### config.mk
export PLATFORM = sky130hd
export DESIGN_NAME = ft_tx_packetizer_flat
export DESIGN_NICKNAME = d
export VERILOG_FILES = /design/src/rtl/ft_tx_packetizer_if.sv /design/src/rtl/ft_tx_packetizer.sv /design/src/flat_wrapper.sv
export SDC_FILE = /design/constraint.sdc
export NUM_CORES = 1
export LEC_CHECK = 0
export ABC_CLOCK_PERIOD_IN_PS = 8980
export BUFFER_PORTS_ARGS = -buffer_cell sky130_fd_sc_hd__buf_2
export CAP_MARGIN = 10
export CORE_MARGIN = 8
export CORE_UTILIZATION = 49
export CTS_CLUSTER_DIAMETER = 40
export DETAILED_ROUTE_END_ITERATION = 10
export HOLD_SLACK_MARGIN = 0.05
export PLACE_DENSITY = 0.7
export SKIP_LAST_GASP = 1
export SLEW_MARGIN = 20
export SYNTH_ARGS = -nofsm -noshare
export SYNTH_HDL_FRONTEND = slang
export SYNTH_SLANG_ARGS = --single-unit
### constraint.sdc
create_clock -name clk -period 8.98 [get_ports clk]
set_input_delay 1.796 -clock clk [delete_from_list [all_inputs] [get_ports clk]]
set_output_delay 1.796 -clock clk [all_outputs]
set_load 0.01 [all_outputs]
### src/rtl/ft_tx_packetizer_if.sv
// Framed output stream toward the FT600 write path: valid/ready handshake
// with start/end-of-packet markers.
interface ft_tx_packetizer_if #(
  parameter int DATA_WIDTH = 32
);
  logic                  out_valid;
  logic                  out_ready;
  logic [DATA_WIDTH-1:0] out_data;
  logic                  out_sop;
  logic                  out_eop;

  modport master (
    output out_valid,
    output out_data,
    output out_sop,
    output out_eop,
    input  out_ready
  );

  modport slave (
    input  out_valid,
    input  out_data,
    input  out_sop,
    input  out_eop,
    output out_ready
  );
endinterface

### src/rtl/ft_tx_packetizer.sv
// Round-robin merge of per-channel sample FIFOs into header+payload packets,
// with per-channel sequence numbers and a 2-entry payload skid buffer.
module ft_tx_packetizer #(
  parameter int DATA_WIDTH    = 32,
  parameter int IQ_PAIR_WIDTH = 24,
  parameter int CHANNELS      = 2,
  parameter int PKT_WORDS     = 32,
  parameter int SEQ_WIDTH     = 8
) (
  input  logic                              clk,
  input  logic                              reset,
  input  logic                              enable,
  input  logic [CHANNELS-1:0]               ch_enough,
  input  logic [CHANNELS-1:0]               ch_empty,
  output logic [CHANNELS-1:0]               ch_rd,
  input  logic [CHANNELS*IQ_PAIR_WIDTH-1:0] ch_data,
  ft_tx_packetizer_if.master                out_if,
  output logic                              busy,
  output logic                              underrun
);
  localparam int CH_W  = (CHANNELS > 1) ? $clog2(CHANNELS) : 1;
  localparam int CNT_W = $clog2(PKT_WORDS + 1);

  typedef enum logic [1:0] {IDLE, HDR, PAY} state_t;

  state_t                   state_reg, state_next;
  logic [CH_W-1:0]          grant_reg, grant_next, rr_reg;
  logic [SEQ_WIDTH-1:0]     seq_reg [CHANNELS];
  logic [CNT_W-1:0]         issued_reg, sent_reg;
  logic [1:0]               occ_reg;
  logic                     inflight_reg;
  logic [IQ_PAIR_WIDTH-1:0] skid_reg [2];
  logic                     underrun_reg;

  logic [CH_W:0]            cand;
  logic                     found;
  logic [IQ_PAIR_WIDTH-1:0] rd_sample, head_sample;
  logic                     active, pay_valid, pop, last_word, pay_done, rd_en;
  logic                     buf_pop, bypass, wr_idx;
  logic [2:0]               occ_after;
  logic [31:0]              header;

  // State register
  always_ff @(posedge clk or posedge reset) begin
    if (reset) begin
      state_reg <= IDLE;
      grant_reg <= '0;
    end else begin
      state_reg <= state_next;
      grant_reg <= grant_next;
    end
  end

  // Next-state logic, including the round-robin grant search from rr_reg
  always_comb begin
    state_next = state_reg;
    grant_next = grant_reg;
    found      = 1'b0;
    cand       = '0;
    for (int i = 0; i < CHANNELS; i++) begin
      cand = (CH_W+1)'(rr_reg) + (CH_W+1)'(i);
      if (cand >= (CH_W+1)'(CHANNELS))
        cand = cand - (CH_W+1)'(CHANNELS);
      if (!found && ch_enough[cand[CH_W-1:0]]) begin
        found      = 1'b1;
        grant_next = cand[CH_W-1:0];
      end
    end
    case (state_reg)
      IDLE: begin
        if (enable && found) state_next = HDR;
        else                 grant_next = grant_reg;
      end
      HDR: begin
        grant_next = grant_reg;
        if (out_if.out_ready) state_next = PAY;
      end
      PAY: begin
        grant_next = grant_reg;
        if (pay_done) state_next = IDLE;
      end
      default: begin
        grant_next = grant_reg;
        state_next = IDLE;
      end
    endcase
  end

  // Output logic
  always_comb begin
    rd_sample   = ch_data[grant_reg*IQ_PAIR_WIDTH +: IQ_PAIR_WIDTH];
    // An empty skid buffer forwards the word arriving from the FIFO this cycle
    head_sample = (occ_reg != 2'd0) ? skid_reg[0] : rd_sample;
    active      = (state_reg == HDR) || (state_reg == PAY);
    pay_valid   = (state_reg == PAY) && ((occ_reg != 2'd0) || inflight_reg);
    pop         = pay_valid && out_if.out_ready;
    last_word   = (sent_reg == CNT_W'(PKT_WORDS - 1));
    pay_done    = pop && last_word;
    occ_after   = {1'b0, occ_reg} + {2'b0, inflight_reg} - {2'b0, pop};
    rd_en       = active && (issued_reg < CNT_W'(PKT_WORDS)) &&
                  !ch_empty[grant_reg] && (occ_after < 3'd2);
    ch_rd            = '0;
    ch_rd[grant_reg] = rd_en;
    header = {8'hA5, 8'(grant_reg), 8'(seq_reg[grant_reg]), 8'(PKT_WORDS - 1)};

    out_if.out_valid = (state_reg == HDR) || pay_valid;
    out_if.out_data  = '0;
    out_if.out_sop   = 1'b0;
    out_if.out_eop   = 1'b0;
    if (state_reg == HDR) begin
      out_if.out_data = DATA_WIDTH'(header);
      out_if.out_sop  = 1'b1;
    end else if (pay_valid) begin
      out_if.out_data = DATA_WIDTH'(head_sample);
      out_if.out_eop  = last_word;
    end
    busy     = active;
    underrun = underrun_reg;

    buf_pop = pop && (occ_reg != 2'd0);
    bypass  = pop && (occ_reg == 2'd0);
    wr_idx  = 1'(occ_reg - {1'b0, buf_pop});
  end

  always_ff @(posedge clk or posedge reset) begin
    if (reset) begin
      rr_reg       <= '0;
      issued_reg   <= '0;
      sent_reg     <= '0;
      occ_reg      <= '0;
      inflight_reg <= 1'b0;
      underrun_reg <= 1'b0;
    end else begin
      inflight_reg <= rd_en;
      occ_reg      <= occ_after[1:0];
      if (rd_en) issued_reg <= issued_reg + 1'b1;
      if (pop)   sent_reg   <= sent_reg + 1'b1;
      if (active && (issued_reg < CNT_W'(PKT_WORDS)) && ch_empty[grant_reg])
        underrun_reg <= 1'b1;
      if (pay_done) begin
        issued_reg <= '0;
        sent_reg   <= '0;
        rr_reg     <= (grant_reg == CH_W'(CHANNELS - 1)) ? '0 : grant_reg + 1'b1;
      end
    end
  end

  // Skid storage needs no reset: occ_reg alone marks entries valid
  always_ff @(posedge clk) begin
    if (buf_pop) skid_reg[0] <= skid_reg[1];
    if (inflight_reg && !bypass) skid_reg[wr_idx] <= rd_sample;
  end

  generate
    for (genvar gi = 0; gi < CHANNELS; gi++) begin : g_seq
      always_ff @(posedge clk or posedge reset) begin
        if (reset)
          seq_reg[gi] <= '0;
        else if (pay_done && (grant_reg == CH_W'(gi)))
          seq_reg[gi] <= seq_reg[gi] + 1'b1;
      end
    end
  endgenerate
endmodule

### src/flat_wrapper.sv
// flat-port wrapper written by rule: the top's interface ports become plain ports
module ft_tx_packetizer_flat 
#(
  parameter int DATA_WIDTH    = 32,
  parameter int IQ_PAIR_WIDTH = 24,
  parameter int CHANNELS      = 2,
  parameter int PKT_WORDS     = 32,
  parameter int SEQ_WIDTH     = 8
)
  (clk, reset, enable, ch_enough, ch_empty, ch_rd, ch_data, busy, underrun, out_if_out_valid, out_if_out_data, out_if_out_sop, out_if_out_eop, out_if_out_ready);
  ft_tx_packetizer_if #(.DATA_WIDTH(DATA_WIDTH)) out_if_i ();
  input  logic clk;
  input  logic reset;
  input  logic enable;
  input  logic [CHANNELS-1:0] ch_enough;
  input  logic [CHANNELS-1:0] ch_empty;
  output logic [CHANNELS-1:0] ch_rd;
  input  logic [CHANNELS*IQ_PAIR_WIDTH-1:0] ch_data;
  output logic busy;
  output logic underrun;
  output wire logic [$bits(out_if_i.out_valid)-1:0] out_if_out_valid;
  output wire logic [$bits(out_if_i.out_data)-1:0] out_if_out_data;
  output wire logic [$bits(out_if_i.out_sop)-1:0] out_if_out_sop;
  output wire logic [$bits(out_if_i.out_eop)-1:0] out_if_out_eop;
  input wire logic [$bits(out_if_i.out_ready)-1:0] out_if_out_ready;
  assign out_if_out_valid = out_if_i.out_valid;
  assign out_if_out_data = out_if_i.out_data;
  assign out_if_out_sop = out_if_i.out_sop;
  assign out_if_out_eop = out_if_i.out_eop;
  assign out_if_i.out_ready = out_if_out_ready;
  ft_tx_packetizer #(.DATA_WIDTH(DATA_WIDTH), .IQ_PAIR_WIDTH(IQ_PAIR_WIDTH), .CHANNELS(CHANNELS), .PKT_WORDS(PKT_WORDS), .SEQ_WIDTH(SEQ_WIDTH)) u_core (.clk(clk), .reset(reset), .enable(enable), .ch_enough(ch_enough), .ch_empty(ch_empty), .ch_rd(ch_rd), .ch_data(ch_data), .out_if(out_if_i), .busy(busy), .underrun(underrun));
endmodule
### Word level (Yosys, flattened, before mapping)

Memories as Yosys holds them, arrays and structs flattened.
Cells that the tools add are included.

| cells by class | value |
|---|---|
| $mul | 1 |
| bitwise operators | 3 |
| order comparisons | 9 |
| muxes and demuxes | 36 |
| reduce and logical (&&, ||, !) cells | 29 |
| shift-type cells | 1 |
| $add $sub $neg | 11 |
| equality and inequality tests | 6 |

Operators by type and width:

| cell | number |
|---|---|
| 24-bit 2-to-1 mux | 2 |
| 48-bit by 7-bit variable part select with 24-bit output | 1 |
| 32-bit 2-to-1 mux | 1 |
| 6-bit 2-to-1 mux | 4 |
| 8-bit 2-to-1 mux | 3 |
| 1-bit 2-to-1 mux | 21 |
| 8-bit by 1-bit adder with 8-bit output (second input constant) | 2 |
| 1-bit logical AND | 15 |
| 6-bit by 1-bit adder with 6-bit output (second input constant) | 2 |
| 2-bit nonzero test | 4 |
| 6-bit by 5-bit == test with 1-bit output (second input constant) | 1 |
| 1-bit by 2-bit < comparator with 1-bit output (second input constant) | 3 |
| 6-bit < comparator (second input constant) | 1 |
| 2-bit 2-to-1 mux | 3 |
| 2-bit one-hot mux with 3 select lines | 1 |
| 3-bit AND reduction | 2 |
| 2-bit greater-or-equal comparator (second input constant) | 2 |
| 2-bit zero test | 2 |
| 2-bit by 1-bit inequality test with 1-bit output (second input constant) | 2 |
| 2-bit by 1-bit adder with 3-bit output | 1 |
| 1-bit zero test | 3 |
| 1-bit logical OR | 3 |
| 3-bit by 2-bit < comparator with 1-bit output (second input constant) | 1 |
| 1-bit by 2-bit multiplier with 3-bit output (second input constant) | 1 |
| other kinds (14) | 15 |

| word-level totals | value |
|---|---|
| RAM bits | 48 |
| memories | 1 |
| bits in registers | 36 |
| output and inout bits | 39 |
| logic and storage cells | 107 |
| input bits | 56 |

Memories:

| memory | depth | width | rd ports | clocked after memory_dff | wr ports | RTL line | RTL |
|---|---|---|---|---|---|---|---|
| u_core.skid_reg | 2 | 24 | 2 | 0 | 2 | ft_tx_packetizer.sv:32 | `logic [IQ_PAIR_WIDTH-1:0] skid_reg [2];` |

### Depth between registers and ports, before layout

| depth | value |
|---|---|
| word-level depth | 11 |
| gate-level depth with buffers | 12 |
| depth with buffers taken out | 11 |

### Worst setup path after synthesis

Ideal clock, no wire load.

| path | value |
|---|---|
| path type | input -> output |
| start | in out_if_out_ready |
| end | out ch_rd[1] |
| cell stages on the path | 8 |
| path buffers | 0 |
| path slack | 3,722 ps |
| data required time | 7,184 ps |
| arrival | 3,462 ps |
| cell sequence | o311ai_4 > o21ai_0 > ha_1 > inv_1 > fa_1 > nand3b_1 > nor3_4 > and2_1 |

| on the way | value |
|---|---|
| cells in the longest elaborated chain, start to end | 5 |

RTL lines:

| element | RTL line | RTL |
|---|---|---|
| from (decl) | flat_wrapper.sv:25 | `input wire logic [$bits(out_if_i.out_ready)-1:0] out_if_out_ready;` |
| 1-bit logical AND | ft_tx_packetizer.sv:96 | `pop = pay_valid && out_if.out_ready;` |
| 3-bit by 1-bit subtractor with 3-bit output | ft_tx_packetizer.sv:99 | `occ_after = {1'b0, occ_reg} + {2'b0, inflight_reg} - {2'b0, pop};` |
| 3-bit by 2-bit < comparator with 1-bit output | ft_tx_packetizer.sv:101 | `!ch_empty[grant_reg] && (occ_after < 3'd2);` |
| 1-bit logical AND | ft_tx_packetizer.sv:101 |  |
| named net u_core.rd_en | ft_tx_packetizer.sv:38 | `logic active, pay_valid, pop, last_word, pay_done, rd_en;` |
| 2-bit bitwise AND (no source line) | -- |  |
| to (decl) | flat_wrapper.sv:17 | `output logic [CHANNELS-1:0] ch_rd;` |

The timed path passes the listed nets, and every way through them passes these cells.

### Final worst setup path

Same ends and word-level chain as after synthesis.

==> flow_summary.ini <==
[run_status]
status = finished clean

[pwr]
irDropWorstVdd_uv = 153
power_mw = 0.939
power.leakage_nw = 2.38
power_frac_comb_pct = 27.8
p_sw_share_pct = 33.0
p_sw_mw = 0.310
power.internal_mw = 0.629
seqPwrFrac_pct = 45.3
clkPwrFrac_pct = 26.8
power_density_mw_per_mm2 = 184

[sta]
tightest_slew_ns = 0.892
setup_tns_ns = 0
hold_viol = 0
slew_violations = 0
relSlewSlack_pct = 40.6
setup_slack_ns = 3.24
fmax_ghz = 0.174
fin_crit_sh_pct = 63.9
fin_skew_ns = 0.0161
fin_crit_ns = 5.74
setup_viol = 0
rsz0062_at_grt = no

[final_layout]
insertedDiodeCount = 0
multi_input_area_sq_mm = 0.00184
area_growth_pct = 14.0
largest_register_ffs = 48
register_area_sq_mm = 0.00234
final_cell_area_sq_mm = 0.00511
fin_nets = 553
num-fill-cells = 808
final_util_pct = 56.4
drive_gt1_share_pct = 28.8

[placed_design]
globalplace.congestion = 0.821
post_dp_cell_area_sq_mm = 0.00493
pre_cts_ws_ns = 3.24
place_hpwl_microns = 6590
port_buffers = 90

[yosys]
synth_seq_cells = 84
synth_top_area_share_pct = 32.2
netlist_area_sq_mm = 0.00448
synth.largest_area_cell = edfxtp_1
yosys_warnings = 0
synth_area_per_cell_sq_um = 11.0
ys_seq_area_share_pct = 52.3
ys_types = 49
synth_edf_count = 48
async_flop_share_pct = 42.9
synthTopCellsByArea = edfxtp_1 32%, dfrtp_1 20%, mux2_2 4.8%
synth_ff_type = edfxtp_1
synthCells = 409

[global_routing]
grt_usage_pct = 15.5
antenna_found_initial = 0
grt_max_degree = 45
grt_pass1_wl_microns = 15800
grt_pass1_vias = 3212
gr-total-overflow = 0

[clock_tree]
htree_levels = 3
cts.path.max_buffers = 2
clkSinkCount = 84
cts_hold_buffers = 0
cts_resized = 0
cts_root_buf = clkbuf_8
postCtsSetupRepairBufs = 0
cts_made_buffers = 9
clkTransAtPathRegs_ns = 0.09
clk_latency_ns = 0.36
cts_tree = done

[worst_setup_path]
cp-start-kind = primary input
r2r-end = u_core.issued_reg[4]$_DFFE_PP0P_
r2r_slack_ns = 5.70
worstPathMaxFanout = 10
worstRegToRegCells = 11
crit_top_cell = buf_2
r2r_start = u_core.state_reg[0]$_DFFE_PP0P_
end_kind = output port
cp_top_family = adder cells
cp_cell_sequence = buf_2, o311ai_4, o21ai_0, ha_1, inv_1, fa_1, nand3b_1, nor3_4, and2_1, buf_2
critPathMaxStageDelay_ns = 0.52
required_ns = 7.18
worst-path-buf-inv = 3
cp.arrival_ns = 3.94
crit_path_top_delay_cell = fa_1
path_class = in2out

[floorplanning]
core_area_sq_mm = 0.00906
num_io_pins = 95
num_rows = 35
die_y_microns = 112
die_area_sq_mm = 0.0125
dieWidth_microns = 112
start_util_pct = 49.4

[min_path]
min_from = u_core.seq_reg[15]$_DFFE_PP0P_
min_path_cells = 1
hp-class = reg2reg
worst_hold_path.endpoint = u_core.seq_reg[15]$_DFFE_PP0P_

[route]
wl_microns = 9460
wl_per_cell_microns = 15.7
drt_pass1_iterations = 4
drc = 0
drt_iter0_markers = 133
via_per_inst = 5.30
vias = 3204
drtAntennaViolNets = 0

[run]
drv_cap = 0
==> final cells by class <==
class | count | share of cell area (%)
well taps | 111 | 2.72
repair buffers | 95 | 9.55
flip-flops and latches | 84 | 45.9
inverters | 30 | 2.20
clock buffers | 9 | 2.42
multi-input cells | 268 | 36.1
clock inverters | 7 | 1.15
==> power groups by stage <==
stage	clock (mW)	combinational, mW	sequential (mW)
2_1_floorplan	0	0.207	0.433
3_3_place_gp	0	0.258	0.433
3_5_place_dp	0	0.264	0.434
4_1_cts	0.259	0.265	0.426
5_1_grt	0.277	0.287	0.426
6_report	0.252	0.261	0.425
==> logic make-up (layout without fill, tap and decap cells) <==
logic type | count (synthesis) | after routing | synth area share [%]
simple gates | 111 | 111 | 12.7
fa+ha+maj | 9 | 9 | 2.68
other cells | 1 | 4 | 0.0837
compound gates | 83 | 83 | 11.7
flops | 84 | 84 | 52.3
xor+xnor | 21 | 21 | 4.10
mux | 40 | 40 | 9.58
buf+inv | 60 | 141 | 6.93
==> Yosys cell counts, types with 2 or more instances <==
cell,number
inv_1,30
a21oi_1,37
and2_1,3
mux2_2,19
nor4_1,3
and4b_1,2
clkbuf_1,5
nand4_1,7
nand4b_1,2
edfxtp_1,48
dfrtp_1,36
a21o_1,6
and3_1,3
o21ai_0,14
xor2_1,5
buf_6,3
xnor2_1,16
nand2_1,20
nand3_1,9
ha_1,8
mux2i_1,20
buf_2,8
buf_4,14
or2_1,2
nor2_1,49
a31oi_1,2
a211oi_1,10
a22o_1,5
nand3b_1,2
nor4_2,2
==> how the worst max path moves through the flow <==
stage	startpoint	end	slack, ns	cells after the start
finish	out_if_out_ready	ch_rd[1]	3.24	10
global route	out_if_out_ready	ch_rd[1]	3.09	10
CTS	out_if_out_ready	ch_rd[1]	3.24	10
detailed placement	out_if_out_ready	ch_rd[1]	3.24	10
global placement	out_if_out_ready	ch_rd[1]	3.36	10
floorplan	out_if_out_ready	ch_rd[1]	3.72	8
==> layer usage <==
layer  wire length [microns]  global-route usage [%]
met5                       0                       0
met4                      97                    4.38
met3                     498                    4.17
met2                    4440                    24.4
met1                    4420                    20.5
==> stage by stage <==
step / std cells / hold WS, ns
3_5_place_dp: 588 / 0.458
4_1_cts: 604 / 0.475
5_1_grt: 604 / 0.496
2_1_floorplan: 412 / 0.438
6_report: 604 / 0.472
3_3_place_gp: 588 / 0.446
==> layout by cell type (no fill, tap or decap), types with 3 or more instances in the layout <==
| cell type | n |
|---|---|
| buf_2 | 90 |
| nor2_1 | 49 |
| edfxtp_1 | 48 |
| a21oi_1 | 37 |
| dfrtp_1 | 35 |
| inv_1 | 30 |
| nand2_1 | 20 |
| mux2i_1 | 20 |
| mux2_2 | 19 |
| xnor2_1 | 16 |
| o21ai_0 | 14 |
| a211oi_1 | 10 |
| nand3_1 | 9 |
| clkbuf_8 | 9 |
| ha_1 | 8 |
| nand4_1 | 7 |
| xor2_1 | 5 |
| a22o_1 | 5 |
| a21o_1 | 5 |
| buf_4 | 5 |
| conb_1 | 4 |
| and2_1 | 3 |
| and3_1 | 3 |
| nor4_1 | 3 |
| inv_6 | 3 |
Note: power is estimated with default switching activity, not from simulation.
